$ cat config.mk
export PLATFORM = sky130hd
export DESIGN_NAME = serial_symbol_serializer
export DESIGN_NICKNAME = d
export VERILOG_FILES = /design/src/rtl/serial_symbol_serializer.sv
export SDC_FILE = /design/constraint.sdc
export NUM_CORES = 1
export LEC_CHECK = 0
export BUFFER_PORTS_ARGS = -buffer_cell sky130_fd_sc_hd__buf_2
export CORE_AREA = 4 4 54 56
export DETAILED_ROUTE_END_ITERATION = 6
export DIE_AREA = 0 0 58 60
export PLACE_DENSITY = 0.8
export SYNTH_ARGS = -nofsm -noshare
export SYNTH_HDL_FRONTEND = slang
export SYNTH_SLANG_ARGS = --single-unit
$ cat constraint.sdc
create_clock -name clk -period 1.9 [get_ports clk]
set_input_delay 0.38 -clock clk [delete_from_list [all_inputs] [get_ports clk]]
set_output_delay 0.38 -clock clk [all_outputs]
set_load 0.02 [all_outputs]
$ cat src/rtl/serial_symbol_serializer.sv
// serial_symbol_serializer
// Upstream stage of the serial bit sequence decoder. Parallel symbols arrive
// over a valid/ready handshake, wait in a small FIFO, and leave MSB-first as a
// gap-free serial stream. The downstream decoder frames every SYMBOL_WIDTH
// bits counted from reset, so the stream never pauses: an idle symbol is
// inserted whenever nothing is queued at a frame boundary.

module serial_symbol_serializer #(
    parameter int                      SYMBOL_WIDTH = 3,
    parameter int                      FIFO_DEPTH   = 4,
    parameter logic [SYMBOL_WIDTH-1:0] IDLE_SYMBOL  = '0,
    parameter bit                      DROP_ILLEGAL = 1'b1
) (
    input  logic                              clk,
    input  logic                              reset,
    input  logic [SYMBOL_WIDTH-1:0]           sym_data,
    input  logic                              sym_valid,
    output logic                              sym_ready,
    output logic                              out_bit,
    output logic                              frame_start,
    output logic                              idle_insert,
    output logic                              illegal_seen,
    output logic [$clog2(FIFO_DEPTH+1)-1:0]   fifo_level
);

    localparam int LEVEL_W = $clog2(FIFO_DEPTH + 1);
    localparam int PTR_W   = (FIFO_DEPTH > 1) ? $clog2(FIFO_DEPTH) : 1;
    localparam int PHASE_W = (SYMBOL_WIDTH > 1) ? $clog2(SYMBOL_WIDTH) : 1;

    localparam logic [LEVEL_W-1:0] LEVEL_FULL = LEVEL_W'(FIFO_DEPTH);
    localparam logic [LEVEL_W-1:0] LEVEL_ONE  = LEVEL_W'(1);
    localparam logic [PTR_W-1:0]   PTR_ONE    = PTR_W'(1);
    localparam logic [PHASE_W-1:0] PHASE_LAST = PHASE_W'(SYMBOL_WIDTH - 1);
    localparam logic [PHASE_W-1:0] PHASE_ONE  = PHASE_W'(1);

    // Symbol storage; pointers wrap naturally because the depth is a power of two
    logic [SYMBOL_WIDTH-1:0] fifo_mem [FIFO_DEPTH];
    logic [PTR_W-1:0]        wr_ptr;
    logic [PTR_W-1:0]        rd_ptr;

    // Serializer state
    logic [SYMBOL_WIDTH-1:0] shift_reg;
    logic [PHASE_W-1:0]      phase;

    // Per-edge decisions
    logic                    accept;
    logic                    sym_is_ones;
    logic                    do_write;
    logic                    drop_now;
    logic                    boundary;
    logic                    do_pop;
    logic [SYMBOL_WIDTH-1:0] load_sym;
    logic [SYMBOL_WIDTH-1:0] shifted;

    // Ready depends only on the registered level, so a pop on the same edge
    // never lets a write slip into a full FIFO
    assign sym_ready = (fifo_level < LEVEL_FULL);

    // Handshake, illegal-symbol filtering and frame-boundary decisions
    always_comb begin
        accept      = sym_valid && sym_ready;
        sym_is_ones = &sym_data;
        drop_now    = accept && DROP_ILLEGAL && sym_is_ones;
        do_write    = accept && !drop_now;
        boundary    = (phase == PHASE_LAST);
        do_pop      = boundary && (fifo_level != '0);
        load_sym    = (fifo_level != '0) ? fifo_mem[rd_ptr] : IDLE_SYMBOL;
        shifted     = shift_reg << 1;
    end

    // FIFO storage is data-only and needs no reset; the pointers define validity
    always_ff @(posedge clk) begin
        if (do_write && !reset) begin
            fifo_mem[wr_ptr] <= sym_data;
        end
    end

    // FIFO pointers and occupancy; a write and a pop on one edge cancel out
    always_ff @(posedge clk) begin
        if (reset) begin
            wr_ptr     <= '0;
            rd_ptr     <= '0;
            fifo_level <= '0;
        end else begin
            if (do_write) begin
                wr_ptr <= wr_ptr + PTR_ONE;
            end
            if (do_pop) begin
                rd_ptr <= rd_ptr + PTR_ONE;
            end
            case ({do_write, do_pop})
                2'b10:   fifo_level <= fifo_level + LEVEL_ONE;
                2'b01:   fifo_level <= fifo_level - LEVEL_ONE;
                default: fifo_level <= fifo_level;
            endcase
        end
    end

    // Sticky flag recording that an all-ones symbol was discarded
    always_ff @(posedge clk) begin
        if (reset) begin
            illegal_seen <= 1'b0;
        end else if (drop_now) begin
            illegal_seen <= 1'b1;
        end
    end

    // Serializer: load a queued or idle symbol at each boundary, otherwise
    // shift; the phase starts at its last value so the first edge frames
    always_ff @(posedge clk) begin
        if (reset) begin
            shift_reg   <= '0;
            phase       <= PHASE_LAST;
            out_bit     <= 1'b0;
            frame_start <= 1'b0;
            idle_insert <= 1'b0;
        end else if (boundary) begin
            shift_reg   <= load_sym;
            out_bit     <= load_sym[SYMBOL_WIDTH-1];
            frame_start <= 1'b1;
            idle_insert <= (fifo_level == '0);
            phase       <= '0;
        end else begin
            shift_reg   <= shifted;
            out_bit     <= shifted[SYMBOL_WIDTH-1];
            frame_start <= 1'b0;
            idle_insert <= 1'b0;
            phase       <= phase + PHASE_ONE;
        end
    end

endmodule
Word level (Yosys, flattened, before mapping):

Memory sizes are Yosys's and may differ from the RTL's. A register that Yosys moved wholly into a read port is not among the register bits.
Cells that the tools add are included.

* flip-flop bits (word level): 15
* logic and storage cells: 47
* memories kept: 1
* input bits: 6
* memory bits (writable): 12

Memories
* fifo_mem: words 4, bits a word 3, rd ports 1, clocked after Yosys merged registers in 1, write ports 1, RTL line 37 `logic [SYMBOL_WIDTH-1:0] fifo_mem [FIFO_DEPTH];`

* bitwise gates (word level): 2
* equal/unequal tests: 3
* $lt $le $gt $ge: 1
* mux-type cells: 10
* reductions and logical operators: 14
* $add $sub $neg: 5

Operators by type and width (count)
* $mux 2: 4
* $add 2x1->2 const B: 3
* $pmux 3 s2: 1
* $logic_and 1x1->1: 5
* $eq 2x2->1 const B: 2
* $mux 1: 4
* $reduce_or 2->1: 2
* $add 3x1->3 const B: 1
* $logic_not 3->1: 1
* $lt 3x3->1 const B: 1
* $mux 3: 1
* $reduce_and 3->1: 1
* $reduce_bool 3->1: 1
* $reduce_or 3->1: 1
* $sub 3x1->3 const B: 1
* $eq 2x1->1 const B: 1
* $logic_not 1->1: 2
* $not 1->1: 2
* $reduce_bool 2->1: 1

Longest topological paths before layout:

* word-level depth: 8
* mapped depth: 8
* gate-level depth less buffers: 8

Worst setup path before layout:

Ideal clock, no wire load.

* kind: register -> register
* start point: register fifo_level[2]
* end point: register fifo_level[2]
* slack: -80 ps
* cell stages (with the launch flop): 9
* data arrival time: 1909 ps
* data required time: 1830 ps
* cells stage by stage: dfxtp_1 > nor3_1 > nor2_1 > ha_1 > inv_1 > fa_1 > xor2_1 > or3_1 > a21oi_1

* elaborated cells on any way between the ends: 13
* those cells by class: add/sub: 2; order compare: 1; eq/ne: 2; mux: 1; reduce/logical: 7

RTL lines
* start, declared: RTL line 23 `output logic [$clog2(FIFO_DEPTH+1)-1:0] fifo_level`
* start signal, assigned: RTL line 92 `2'b10: fifo_level <= fifo_level + LEVEL_ONE;`
* start signal, assigned: RTL line 93 `2'b01: fifo_level <= fifo_level - LEVEL_ONE;`
* start signal, assigned: RTL line 94 `default: fifo_level <= fifo_level;`
* $reduce_bool 3->1 (*): RTL line 66 `do_pop = boundary && (fifo_level != '0);`
* $logic_and 1x1->1 (*): RTL line 66
* via do_pop: RTL line 51 `logic do_pop;`
* $eq 2x1->1 / $eq 2x2->1 (equally long branches): RTL line 91 `case ({do_write, do_pop})`
* $pmux 3 s2 / $reduce_bool 2->1 (equally long branches)

Mark *: on every way through the listed nets, which the timed path passes. The rest lies on a longest branch.
A chain may end at the register's enable or synchronous reset.

Final worst setup path:

* start point: register phase[0]
* end point: register fifo_level[2]

* word-level cells in the longest chain between the ends: 4
* elaborated cells on any way between the ends: 6
* those cells by class: eq/ne: 3; mux: 1; reduce/logical: 2

Ends and longest elaborated chain
* start, declared: RTL line 43 `logic [PHASE_W-1:0] phase;`
* start signal, assigned: RTL line 128 `phase <= phase + PHASE_ONE;`
* $eq 2x2->1 (*): RTL line 65 `boundary = (phase == PHASE_LAST);`
* $logic_and 1x1->1 (*): RTL line 66
* via do_pop: RTL line 51
* $eq 2x1->1 / $eq 2x2->1 (equally long branches): RTL line 91
* $pmux 3 s2 / $reduce_bool 2->1 (equally long branches)

Marked as above.

==> summary.md <==
| Metric | Value |
|---|---|
| Worst Path Max Fanout | `2` |
| Effective utilization at floorplan | `between 40 and 50%` |
| RSZ-0062 raised after global routing | `false` |
| Fin. max-slew vios | `0` |
| Chip Height | `~60 um` |
| Reg2Reg Capture Point | `fifo_level[2]` |
| Layout cell share with drive strength beyond 1 | `a little over a third` |
| Max cap viols | `0` |
| Final hold vios | `0` |
| Post-synthesis cell type count | `26` |
| Vias per cell | `~5.2` |
| Synth Cell Area | `around 1200 um^2` |
| Row Count | `18` |
| Post-Syn Nets | `110` |
| Final Routed Wirelength | `approximately 2200 um` |
| Peak VDD IR | `approximately 0.83 mV` |
| Worst setup path endpoint | `fifo_level[2]` |
| H-tree Lvls | `2` |
| Antenna violations before repair | `0` |
| Cts hold-fix bufs | `0` |
| Fillers | `between 150 and 200` |
| Worst stage delay on the critical path | `~360 ps` |
| GRT overflow | `0` |
| Worst Max-Slew Pin Slew | `352 ps` |
| Number of diodes | `0` |
| DRC viols | `0` |
| Detailed Place HPWL | `about 1600 um` |
| Nets | `between 100 and 150` |
| Drt pass-1 iters | `4` |
| CP startpoint | `phase[0]` |
| I/O Buffers | `13` |
| Number of global-route vias before repair | `between 800 and 900` |
| Achievable Freq | `551 MHz` |
| R2R depth | `8` |
| Clock slew at reported path FFs | `roughly 100 ps` |
| Initial DRC count | `21` |
| Worst Path Arrival | `2070 ps` |
| #FFs+latches synth | `29` |
| Area growth from synthesis to layout | `26.2%` |
| Worst Hold Class | `in -> reg` |
| Worst-Skew Late Latency | `320 ps` |
| Critical path type | `reg -> reg` |
| Most used flip-flop cell after synthesis | `dfxtp_1` |
| Placed Cells | `around 150` |
| Hold path cells | `2` |
| Mean post-synth cell area | `about 12 um^2` |
| Routed Antenna Nets | `0` |
| Critical path's slowest cell | `fa_1` |
| Max FFs per register | `12` |
| Critical path, cell by cell | `nand2b_4 -> nor2_4 -> ha_4 -> inv_1 -> fa_1 -> xor2_1 -> or3_1 -> a21oi_1` |
| Num CTS Buffers | `5` |
| Die width | `between 50 and 60 um` |
| Worst EP required | `approximately 2200 ps` |
| Final clock skew | `around 11 ps` |
| Pwr Total | `1.79 mW` |
| First-pass GRT wire length | `3530 um` |
| Most flops, register | `fifo_mem` |
| Post-Layout Cell Count | `between 150 and 200` |
| Post-synthesis sequential area ratio | `between 50% and 60%` |
| Largest net degree at the start of global routing | `17` |
| CTS root buf | `clkbuf_4` |
| Reg2reg start | `phase[0]` |
| Num ports | `14` |
| Final period util | `95.6%` |
| Relative slew slack | `around 76%` |
| RePlAce Congestion | `0.738` |
| Period minus WS final | `1820 ps` |
| PD cells | `1210 nW/um^2` |
| Status | `completed` |
| Core box area | `2430 um^2` |
| Clk sink count | `29` |
| Worst Setup Start Kind | `register` |
| Ys Warns | `0` |
| GRT Util Overall | `between 10 and 15%` |
| CTS tree | `built` |
| Total number of vias | `approximately 840` |
| Die Footprint | `about 3500 um^2` |
| Setup violators final | `0` |
| Leak | `0.603 nW` |
| Worst setup EP type | `register` |
| Routed wire per std cell | `between 10 and 15 um` |
| Reg2reg setup slack | `80 ps` |
| Largest regs | `fifo_mem: 12 flops, fifo_level: 3 flops` |
| Max clock buf depth | `2` |
| Ys async rst share | `0%` |
| Synth Instances | `98` |
| Number of flops mapped to enable cells by yosys | `12` |
worst min path at each step:
stage                  from        endpoint  slack (ps)
2_1_floorplan  shift_reg[1]         out_bit         420
3_3_place_gp   shift_reg[1]         out_bit         430
3_5_place_dp   shift_reg[1]         out_bit         440
4_1_cts         sym_data[0]  fifo_mem[3][0]         350
5_1_grt         sym_data[2]  fifo_mem[1][2]         350
6_report        sym_data[0]  fifo_mem[3][0]         380
report_power, final:
group | switching, mW | internal [mW]
logic | 0.303 | 0.277
registers | 0.0551 | 0.733
clock network | 0.208 | 0.214
total | 0.566 | 1.22
metal layers:
metal | routed length [um] | part of all wire, % | global-route usage (%)
met3 | 113 | 5.1 | 5.40
met5 | 0 | 0 | 0
met4 | 84 | 3.8 | 8.94
met1 | 809 | 37 | 13.6
met2 | 1200 | 54 | 25.8
cells in the mapped netlist (2+ instances only):
library cell	n	area share, %
nand3_1	5	2.1
nand2b_1	2	1.1
mux4_2	2	3.8
a21oi_1	9	3.8
dfxtp_1	17	29
edfxtp_1	12	31
nor2_1	7	2.2
nor3_1	4	1.7
or3_1	2	1.1
xor2_1	2	1.5
nor2b_1	2	1.1
o21ai_0	4	1.7
ha_1	5	5.3
inv_1	8	2.6
and2_1	4	2.1
nand2_1	3	0.96
placed cells by master (no fill, tap or decap), drive strengths merged, types with 3 or more instances in the layout:
cell type / count
clkbuf: 7
nand3: 5
dfxtp: 17
ha: 5
nor3: 4
o21ai: 4
nand2: 3
edfxtp: 12
nor2: 7
buf: 27
inv: 8
a21oi: 9
or3: 3
and2: 4
mux4: 3
worst max-delay path: cells and delay by family, from the launching register on:
family | cells | cell delay [ps]
buffers and inverters | 1 | 40
adders and majority gates | 2 | 500
DFF | 1 | 320
xor gates and xnor gates | 1 | 160
and+or+nand+nor | 3 | 590
AOI/OAI and AO/OA | 1 | 130
final cells by class:
class	instances	area, um^2	share of cell area (%)
Multi-Input combinational cell	59	470	31.7
Inverter	8	30.0	2.02
Sequential cell	29	706	47.6
Clock inverter	1	5.00	0.337
Tap cell	30	37.5	2.53
Clock buffer	7	65.1	4.38
Timing Repair Buffer	27	170	11.5
kinds of logic (layout without fill, tap and decap cells):
| group | count (synthesis) | in the layout | synth area share (%) |
|---|---|---|---|
| AND/OR/NAND/NOR | 32 | 32 | 14.5 |
| flip-flops | 29 | 29 | 59.6 |
| AO/OA/AOI/OAI | 16 | 16 | 8.19 |
| buffers and inverters | 10 | 43 | 3.19 |
| adder cells (fa/ha/maj) | 6 | 6 | 7.02 |
| multiplexers | 3 | 3 | 6.06 |
| XOR/XNOR | 2 | 2 | 1.49 |
timing repair:
item,in CTS,in global routing
endpoints found under the setup margin,1,1
gates resized for setup,4,3
pin swaps,3,1
setup buffers,2,0
through the flow:
stage | cell area [um^2] | setup slack (ps) | TNS [ps] | util (%) | hold slack, ps
after floorplan | 1180 | 15.2 | 0 | - | 422
after global placement | 1370 | -15.5 | -15.5 | 56.1 | 430
after detailed placement | 1370 | -52.6 | -52.6 | 56.1 | 442
after CTS | 1460 | 32.4 | 0 | 60.2 | 354
after global routing | 1480 | 20.0 | 0 | 61.0 | 354
final | 1480 | 83.5 | 0 | 61.0 | 376
No activity file was read; power rests on OpenSTA's default activity.
